$ cat src/rtl/uart_pkg.sv
// Shared encodings and helpers for the framed UART transmitter.
// Holds the parity selector values, the FSM state encoding and the bit-period function.
package uart_pkg;

  localparam int unsigned PARITY_NONE = 0;
  localparam int unsigned PARITY_ODD  = 1;
  localparam int unsigned PARITY_EVEN = 2;

  typedef enum logic [2:0] {
    ST_IDLE   = 3'd0,
    ST_START  = 3'd1,
    ST_DATA   = 3'd2,
    ST_PARITY = 3'd3,
    ST_STOP   = 3'd4
  } tx_state_e;

  // Clocks per line bit; a zero baud rate yields 0 so the caller's range check rejects it.
  function automatic int unsigned bit_cycles(input int unsigned clock_freq,
                                             input int unsigned baud_rate);
    if (baud_rate == 0) begin
      return 0;
    end
    return clock_freq / baud_rate;
  endfunction

endpackage

$ cat src/rtl/uart_fifo.sv
// Synchronous write-data FIFO for the UART transmitter.
// Wrap-around pointers, occupancy counter and registered full/empty flags; read data falls through.
module uart_fifo #(
  parameter int unsigned WIDTH = 8,
  parameter int unsigned DEPTH = 16
) (
  input  logic             clk,
  input  logic             rst_ni,
  input  logic             wr_en_i,
  input  logic [WIDTH-1:0] din_i,
  input  logic             rd_en_i,
  output logic [WIDTH-1:0] dout_o,
  output logic             full_o,
  output logic             empty_o
);

  localparam int unsigned AW = (DEPTH > 1) ? $clog2(DEPTH) : 1;
  localparam int unsigned CW = AW + 1;

  if (DEPTH < 2 || (DEPTH & (DEPTH - 1)) != 0) begin : g_bad_depth
    $fatal(1, "uart_fifo: DEPTH must be a power of two and at least 2");
  end

  logic [WIDTH-1:0] mem [DEPTH];
  logic [AW-1:0]    wr_ptr_q;
  logic [AW-1:0]    rd_ptr_q;
  logic [CW-1:0]    count_q;
  logic [CW-1:0]    count_d;
  logic             wr_ok;
  logic             rd_ok;

  // A full FIFO refuses the write even if a pop frees a slot in the same cycle.
  assign wr_ok = wr_en_i && !full_o;
  assign rd_ok = rd_en_i && !empty_o;

  always_comb begin
    count_d = count_q;
    if (wr_ok && !rd_ok) begin
      count_d = count_q + CW'(1);
    end else if (!wr_ok && rd_ok) begin
      count_d = count_q - CW'(1);
    end
  end

  always_ff @(posedge clk or negedge rst_ni) begin
    if (!rst_ni) begin
      wr_ptr_q <= '0;
      rd_ptr_q <= '0;
      count_q  <= '0;
      full_o   <= 1'b0;
      empty_o  <= 1'b1;
    end else begin
      if (wr_ok) begin
        wr_ptr_q <= wr_ptr_q + AW'(1);
      end
      if (rd_ok) begin
        rd_ptr_q <= rd_ptr_q + AW'(1);
      end
      count_q <= count_d;
      full_o  <= (count_d == CW'(DEPTH));
      empty_o <= (count_d == '0);
    end
  end

  // Storage needs no reset: the flags guarantee stale entries are never read.
  always_ff @(posedge clk) begin
    if (wr_ok) begin
      mem[wr_ptr_q] <= din_i;
    end
  end

  assign dout_o = mem[rd_ptr_q];

endmodule

$ cat src/rtl/uart_tx_framed.sv
// Framed UART transmitter: write FIFO feeding a start/data/parity/stop serialiser.
// Line outputs are registered from the current state, so the line trails the FSM by one clock.
module uart_tx_framed
  import uart_pkg::*;
#(
  parameter int unsigned CLOCK_FREQ = 100_000_000,
  parameter int unsigned BAUD_RATE  = 115_200,
  parameter int unsigned DATA_BITS  = 8,
  parameter int unsigned PARITY     = 0,
  parameter int unsigned STOP_BITS  = 1,
  parameter int unsigned FIFO_DEPTH = 16
) (
  input  logic                 clk,
  input  logic                 rst_ni,
  input  logic [DATA_BITS-1:0] din_i,
  input  logic                 valid_i,
  output logic                 ready_o,
  output logic                 tx_o,
  output logic                 tx_done_tick_o,
  output logic                 busy_o,
  output logic                 fifo_full_o,
  output logic                 fifo_empty_o
);

  localparam int unsigned BIT_CYCLES = bit_cycles(CLOCK_FREQ, BAUD_RATE);
  localparam int unsigned TIMER_W    = (BIT_CYCLES > 1) ? $clog2(BIT_CYCLES) : 1;
  localparam int unsigned CNT_W      = (DATA_BITS > 2) ? $clog2(DATA_BITS) : 2;

  localparam logic [TIMER_W-1:0] TIMER_LAST = TIMER_W'(BIT_CYCLES - 1);
  localparam logic [CNT_W-1:0]   DATA_LAST  = CNT_W'(DATA_BITS - 1);
  localparam logic [CNT_W-1:0]   STOP_LAST  = CNT_W'(STOP_BITS - 1);
  localparam logic               HAS_PARITY = (PARITY != PARITY_NONE);
  localparam logic               ODD_PARITY = (PARITY == PARITY_ODD);

  if (BIT_CYCLES < 2 || DATA_BITS < 5 || DATA_BITS > 9 || PARITY > PARITY_EVEN
      || (STOP_BITS != 1 && STOP_BITS != 2) || FIFO_DEPTH < 2
      || (FIFO_DEPTH & (FIFO_DEPTH - 1)) != 0) begin : g_bad_param
    $fatal(1, "uart_tx_framed: illegal parameter value");
  end

  tx_state_e            state_q;
  tx_state_e            state_d;
  logic [TIMER_W-1:0]   timer_q;
  logic [TIMER_W-1:0]   timer_d;
  logic [CNT_W-1:0]     bit_cnt_q;
  logic [CNT_W-1:0]     bit_cnt_d;
  logic [DATA_BITS-1:0] shift_q;
  logic [DATA_BITS-1:0] shift_d;
  logic                 par_q;
  logic                 par_d;
  logic                 tx_d;
  logic                 done_d;
  logic                 busy_d;
  logic                 pop_c;
  logic                 bit_end_c;
  logic [DATA_BITS-1:0] fifo_dout;

  uart_fifo #(
    .WIDTH (DATA_BITS),
    .DEPTH (FIFO_DEPTH)
  ) u_fifo (
    .clk     (clk),
    .rst_ni  (rst_ni),
    .wr_en_i (valid_i),
    .din_i   (din_i),
    .rd_en_i (pop_c),
    .dout_o  (fifo_dout),
    .full_o  (fifo_full_o),
    .empty_o (fifo_empty_o)
  );

  assign ready_o   = !fifo_full_o;
  assign bit_end_c = (timer_q == TIMER_LAST);

  // Next-state, datapath and line-level decode.
  always_comb begin
    state_d   = state_q;
    timer_d   = timer_q;
    bit_cnt_d = bit_cnt_q;
    shift_d   = shift_q;
    par_d     = par_q;
    tx_d      = 1'b1;
    done_d    = 1'b0;
    pop_c     = 1'b0;

    if (state_q != ST_IDLE) begin
      timer_d = bit_end_c ? '0 : timer_q + TIMER_W'(1);
    end

    unique case (state_q)
      ST_IDLE: begin
        pop_c = !fifo_empty_o;
      end
      ST_START: begin
        tx_d = 1'b0;
        if (bit_end_c) begin
          state_d   = ST_DATA;
          bit_cnt_d = '0;
        end
      end
      ST_DATA: begin
        tx_d = shift_q[0];
        if (bit_end_c) begin
          shift_d = shift_q >> 1;
          if (bit_cnt_q == DATA_LAST) begin
            bit_cnt_d = '0;
            state_d   = HAS_PARITY ? ST_PARITY : ST_STOP;
          end else begin
            bit_cnt_d = bit_cnt_q + CNT_W'(1);
          end
        end
      end
      ST_PARITY: begin
        tx_d = par_q;
        if (bit_end_c) begin
          state_d   = ST_STOP;
          bit_cnt_d = '0;
        end
      end
      ST_STOP: begin
        if (bit_end_c) begin
          if (bit_cnt_q == STOP_LAST) begin
            done_d    = 1'b1;
            bit_cnt_d = '0;
            state_d   = ST_IDLE;
            pop_c     = !fifo_empty_o;
          end else begin
            bit_cnt_d = bit_cnt_q + CNT_W'(1);
          end
        end
      end
      default: begin
        state_d = ST_IDLE;
      end
    endcase

    // One load path serves both a start from IDLE and a gap-free follow-on frame.
    if (pop_c) begin
      shift_d   = fifo_dout;
      par_d     = (^fifo_dout) ^ ODD_PARITY;
      state_d   = ST_START;
      timer_d   = '0;
      bit_cnt_d = '0;
    end

    busy_d = (state_d != ST_IDLE);
  end

  always_ff @(posedge clk or negedge rst_ni) begin
    if (!rst_ni) begin
      state_q        <= ST_IDLE;
      timer_q        <= '0;
      bit_cnt_q      <= '0;
      shift_q        <= '0;
      par_q          <= 1'b0;
      tx_o           <= 1'b1;
      tx_done_tick_o <= 1'b0;
      busy_o         <= 1'b0;
    end else begin
      state_q        <= state_d;
      timer_q        <= timer_d;
      bit_cnt_q      <= bit_cnt_d;
      shift_q        <= shift_d;
      par_q          <= par_d;
      tx_o           <= tx_d;
      tx_done_tick_o <= done_d;
      busy_o         <= busy_d;
    end
  end

endmodule

$ cat config.mk
export PLATFORM = sky130hd
export DESIGN_NAME = uart_tx_framed
export DESIGN_NICKNAME = d
export VERILOG_FILES = /design/src/rtl/uart_pkg.sv /design/src/rtl/uart_fifo.sv /design/src/rtl/uart_tx_framed.sv
export SDC_FILE = /design/constraint.sdc
export NUM_CORES = 1
export LEC_CHECK = 0
export CAP_MARGIN = 5
export CORE_MARGIN = 2
export CORE_UTILIZATION = 55
export DETAILED_ROUTE_END_ITERATION = 12
export PLACE_DENSITY = 0.78
export SYNTH_ARGS = -nofsm -noshare
export SYNTH_HDL_FRONTEND = slang
export SYNTH_SLANG_ARGS = --single-unit
$ cat constraint.sdc
create_clock -name clk -period 2 [get_ports clk]
set_input_delay 0.6 -clock clk [delete_from_list [all_inputs] [get_ports clk]]
set_output_delay 0.6 -clock clk [all_outputs]
set_load 0.02 [all_outputs]
* Yosys cells after proc, flatten, opt, wreduce, memory -nomap -nowiden
Memories as Yosys holds them, arrays and structs flattened.
Cells that the tools add are included.
** Word-level totals
- Register bits after elaboration :: 43
- Bits in writable memories :: 128
- Input port bits :: 11
- Output and inout port bits :: 6
- Logic and storage cells :: 83
- Memories :: 1
** Cells by class
- Add/subtract/negate cells :: 6
- Equality and inequality tests :: 10
- Multiplexer cells :: 32
- Reductions and logical operators :: 21
** Memory list
- u_fifo.mem :: words 16, bits a word 8, rd ports 1, clocked after memory_dff 0, write ports 1, line uart_fifo.sv:24 : logic [WIDTH-1:0] mem [DEPTH];
** Operators by type and width (number)
- 3-bit two-way mux :: 13
- 10-bit two-way mux :: 3
- 8-bit two-way mux :: 3
- 3-bit one-hot mux with 5 select lines :: 1
- 10-bit by 1-bit adder with 10-bit output, second input constant :: 1
- 10-bit == test, second input constant :: 1
- 5-bit two-way mux :: 2
- 3-bit one-hot mux with 3 select lines :: 1
- 4-bit by 1-bit adder with 4-bit output, second input constant :: 2
- 8-bit parity :: 1
- 1-bit two-way mux :: 7
- 3-bit by 2-bit == test with 1-bit output, second input constant :: 2
- 3-bit == test, second input constant :: 2
- 3-bit logical NOT :: 2
- 3-bit by 2-bit inequality test with 1-bit output, second input constant :: 2
- 2-bit nonzero test :: 3
- 3-bit nonzero test :: 2
- 5-bit by 1-bit adder with 5-bit output, second input constant :: 1
- 5-bit == test, second input constant :: 1
- 5-bit logical NOT :: 1
- 5-bit by 1-bit subtractor with 5-bit output, second input constant :: 1
- 1-bit logical AND :: 4
- 1-bit logical NOT :: 4
- 4-bit AND reduction :: 1
- other kinds (8) :: 8

* Depth between registers and ports, before layout
- Word-level depth :: 9
- Depth in mapped cells :: 9
- Mapped depth without buffers :: 9

* Modules after synthesis
From an unflattened synthesis, not the netlist that was laid out.
** Second synthesis, totals
- Cell total of the unflattened synthesis :: 450
- Area total of the unflattened synthesis :: 7398.3 um^2
** Modules (own cells, without submodules)
- uart_fifo :: times used 1, cells an instance 296, area an instance 5796.8 um^2, seq. area each 4220.3 um^2
- uart_tx_framed :: times used 1, cells an instance 154, area an instance 1601.5 um^2, seq. area each 701.9 um^2

* Least setup slack after synthesis
No wires, ideal clock.
- Path kind :: flip-flop to flip-flop
- Start :: register u_fifo.rd_ptr_q[0]
- End :: register par_q
- Data arrival time :: 1.951 ns
- Slack :: -0.074 ns
- Stages on the path, launching flop included :: 10
- Cell sequence :: dfrtp_1 -> buf_6 -> buf_4 -> mux4_2 -> a22oi_1 -> nand2_1 -> xnor2_1 -> xnor2_1 -> xnor2_1 -> a21oi_1
** Between the ends
- Word-level cells in the longest chain between the ends :: 2
** RTL lines
- from (decl) :: line uart_fifo.sv:26 : logic [AW-1:0] rd_ptr_q;
- from (signal assigned) :: line uart_fifo.sv:57 : rd_ptr_q <= rd_ptr_q + AW'(1);
- memory 16 x 8 bit
- 8-bit parity :: line uart_tx_framed.sv:140 : par_d = (^fifo_dout) ^ ODD_PARITY;
- to (signal assigned) :: line uart_tx_framed.sv:164 : par_q <= par_d;
- to (decl) :: line uart_tx_framed.sv:49 : logic par_q;
No other way between the ends.
A chain may end at the register's enable or synchronous reset.

* Worst setup path after layout
- Start :: register timer_q[1]
- End :: register u_fifo.empty_o
** Between the ends
- Word-level cells in the longest chain between the ends :: 8
- Elaborated cells on any way between the ends :: 10
** RTL lines
- from (decl) :: line uart_tx_framed.sv:43 : logic [TIMER_W-1:0] timer_q;
- from (signal assigned) :: line uart_tx_framed.sv:161 : timer_q <= timer_d;
- 10-bit == test (*) :: line uart_tx_framed.sv:73 : assign bit_end_c = (timer_q == TIMER_LAST);
- 1-bit two-way mux (*) :: line uart_tx_framed.sv:121 : if (bit_end_c) begin
- 1-bit one-hot mux with 2 select lines (*) :: line uart_tx_framed.sv:90 : unique case (state_q)
- 1-bit logical AND (*) :: line uart_fifo.sv:34 : assign rd_ok = rd_en_i && !empty_o;
- 1-bit logical AND / 1-bit logical NOT (equally long branches) :: line uart_fifo.sv:40, uart_fifo.sv:38
- 5-bit two-way mux / 1-bit logical AND (equally long branches) :: line uart_fifo.sv:40, uart_fifo.sv:38
- 5-bit two-way mux (*) :: line uart_fifo.sv:38 : if (wr_ok && !rd_ok) begin
- via u_fifo.count_d[4] :: line uart_fifo.sv:28 : logic [CW-1:0] count_d;
- 5-bit logical NOT (*) :: line uart_fifo.sv:61 : empty_o <= (count_d == '0);
- to (signal assigned) :: line uart_fifo.sv:61
- to (decl) :: line uart_fifo.sv:14 : output logic empty_o
The timed path passes the listed nets; every way through them passes the cells marked *.

==> flow_summary_export.csv <==
group,metric,value,unit
logic_synthesis,synth-xor-area-share,3.12,%
drt,wl_per_cell,24.9,µm
final_layout,fin_util,74.2,%
timing,rsz0062_at_grt,"yes",
status,violations,"setup timing",
final_layout,instances_no_fill,744,
logic_synthesis,synthTopCellsByCount,"edfxtp_1 (128), nand2_1 (44), dfrtp_1 (41)",
logic_synthesis,async_reset_ff_share,25.1,%
clock_tree,clk_pin_slew,0.08,ns
logic_synthesis,yosys.area.top_type,"edfxtp_1",
timing,whs,0.144,ns
floorplan,io_pins,17,
final_layout,multi_input_area,2490,µm²
drt,drtIter0Drc,518,
timing,fmax,418,MHz
logic_synthesis,synth_top_family_by_area,"multiplexers",
logic_synthesis,ys.flop_type,"edfxtp_1",
logic_synthesis,synth_most_common_cell,"edfxtp_1",
timing,worst_pin_slew,0.936,ns
logic_synthesis,synth_warnings,0,
timing,slew_headroom,37.5,%
timing,final.min_clock_period,2.39,ns
logic_synthesis,synth_top_area_share,53.0,%
logic_synthesis,synth.cell_area,7260,µm²
drt,ant_nets,0,
drt,viasPerCell,6.22,
logic_synthesis,syn-instance-count,448,
floorplan,core,12800,µm²
drt,vias,4628,
clock_tree,cts.sinks,171,
pwr,powerDensity,985,nW/µm²
final_layout,layout.nets,581,
clock_tree,hold_buffers,0,
drt,routed_wirelength,18500,µm
place,place.gp.congestion,0.813,
setup_path,rr_startpoint,"timer_q[1]",
global_routing,grt_pass1_vias,4523,
timing,finalHoldViolations,0,
logic_synthesis,syn_nets,470,
clock_tree,cts_buffers,17,
final_layout,design_area,9480,µm²
setup_path,r2r-end,"u_fifo.empty_o",
setup_path,cp.arrival,2.72,ns
pwr,peakVddDrop,0.925,mV
flow_run,cap_violations,0,
logic_synthesis,synthTopCellsByArea,"edfxtp_1 (53%), dfrtp_1 (14%), mux4_2 (8.1%)",
clock_tree,insertion_delay,0.44,ns
global_routing,grt-ovfl-total,0,
place,placed_cell_area,8310,µm²
clock_tree,h-tree-depth,4,
floorplan,die_h,119,µm
clock_tree,clockBufferDepth,2,
final_layout,drive_gt1_share,38.8,%
place,place_inst,691,
logic_synthesis,syn_area_per_cell,16.2,µm²
global_routing,grt_first_pass_wirelength,26300,µm
setup_path,required,2.33,ns
floorplan,placementRows,41,
pwr,power,9.34,mW
setup_path,critPathLaunch,"timer_q[1]",
final_layout,fillers,673,
floorplan,dieWidth,119,µm
logic_synthesis,synth-simple-area-share,9.09,%
clock_tree,cts_tree,"built",
logic_synthesis,synthAdderAreaFrac,1.90,%
logic_synthesis,ys_ff_latch,171,
timing,fin_ws,-0.390,ns
logic_synthesis,synthMuxAreaShare,10.5,%
setup_path,reg2reg_slack,-0.39,ns
setup_path,crit_type,"reg -> reg",
final_layout,syn_to_final_growth,30.7,%
setup_path,critical_path.max_fanout,5,
pwr,leakage,3.52,nW
setup_path,critical_path.startpoint_type,"flop",
global_routing,antenna_found_initial,0,
global_routing,grtUsageTotal,25.4,%
timing,setup_violations,11,
setup_path,reg2reg_depth,8,
floorplan,start_util,56.8,%
setup_path,endpoint,"u_fifo.empty_o",
logic_synthesis,ys_types,55,
final_layout,ff_latch_area,4920,µm²
drt,drtPass1Iterations,5,
final_layout,diodes,0,
logic_synthesis,synth_edf_count,128,
timing,clock_skew,0.0143,ns
floorplan,die-area,14100,µm²
place,dp.final_hpwl,10200,µm
logic_synthesis,synth_compound_area_share,5.10,%
setup_path,end_kind,"flop",
place,portBuffers,16,
logic_synthesis,synth-seq-area-share,67.8,%
status,outcome,"complete, but fails checks",
global_routing,grt_start_max_net_pins,23,
worst_hold_path,hold_path.class,"in -> async",
clock_tree,root_buffer,"clkbuf_16",
drt,drcViolationCount,0,
timing,fin_crit_sh,119,%
timing,slew_violations,0,
[routing by layer]
layer / GRT usage [%] / share of wire [%]
met5: 0 / 0
met3: 4.84 / 6.2
met4: 8.78 / 3.8
met2: 43.3 / 51
met1: 33.0 / 39
[cell families after synthesis]
group / count (synthesis)
flops: 171
simple gates: 127
compound gates: 52
mux: 34
buf+inv: 28
xor+xnor: 25
fa+ha+maj: 11
[what timing repair did]
action / 4_1_cts / 5_1_grt
resized for setup: 32 / 65
pin swaps: 12 / 26
setup endpoints to repair: 19 / 25
cloned: 2 / 0
setup buffers: 11 / 15
[cell usage in the layout, fill, tap and decap left out, types with 3 or more instances in the layout]
cell and count:
dlygate4sd2_1 4, clkdlybuf4s50_1 9, edfxtp_1 128, and3_1 3
ha_1 9, nand4_1 5, inv_1 8, a21oi_1 4
a22oi_1 8, xnor2_2 3, buf_6 11, nand3_1 10
nor2_1 20, nand2_1 34, buf_4 58, xnor2_1 10
and2_1 18, a22oi_2 15, o21ai_0 7, mux4_2 32
nor2b_1 3, xor2_1 9, bufinv_16 3, dfrtp_1 40
clkbuf_16 17, inv_6 3, nand2_2 10, buf_12 23
[power breakdown]
part           internal (mW)  switching [mW]
registers               4.20           0.255
clock network           1.97            1.44
logic                  0.680           0.793
total                   6.85            2.49
[metrics by stage]
stage / worst slack [ns] / TNS, ns
detailed placement: -0.417 / -27.70
global route: -0.467 / -2.97
floorplan: -0.0351 / -0.0351
CTS: -0.293 / -1.01
global placement: -0.276 / -21.89
finish: -0.390 / -1.81
[sequential cells by signal, indices dropped and copies added (netlist names)]
signal and count:
state_q 3, busy_o 1, tx_done_tick_o 1, tx_o 1, shift_q 8, u_fifo.wr_ptr_q 4
par_q 1, u_fifo.count_q 5, u_fifo.full_o 1, bit_cnt_q 3, u_fifo.empty_o 1, timer_q 10
u_fifo.rd_ptr_q 4, u_fifo.mem 128
[worst min path at each step]
stage               startpoint      endpoint  slack, ns  depth (start not counted)
detailed placement  shift_q[6]    shift_q[6]       0.47                          2
CTS                     rst_ni    timer_q[1]       0.15                          1
finish                  rst_ni    state_q[2]       0.14                          1
global placement    shift_q[6]    shift_q[6]       0.46                          2
global route            rst_ni    state_q[2]       0.19                          1
floorplan               rst_ni  bit_cnt_q[0]       0.30                          0
[worst max-delay path, cell delays in order (launching register included)]
cell	delay (ns)
dfrtp_1	0.37
ha_2	0.18
nor3b_4	0.24
nand4_4	0.15
a21boi_4	0.28
nor3b_4	0.34
o2bb2ai_2	0.17
xor2_2	0.14
nor4_2	0.40
[area by class of cell]
class,count,area share (%)
Tap cell,172,2.27
Timing Repair Buffer,110,12.8
Inverter,10,0.396
Clock buffer,18,4.53
Sequential cell,171,51.9
Multi-Input combinational cell,249,26.3
Clock inverter,14,1.78
(Power assumes the default switching activity.)
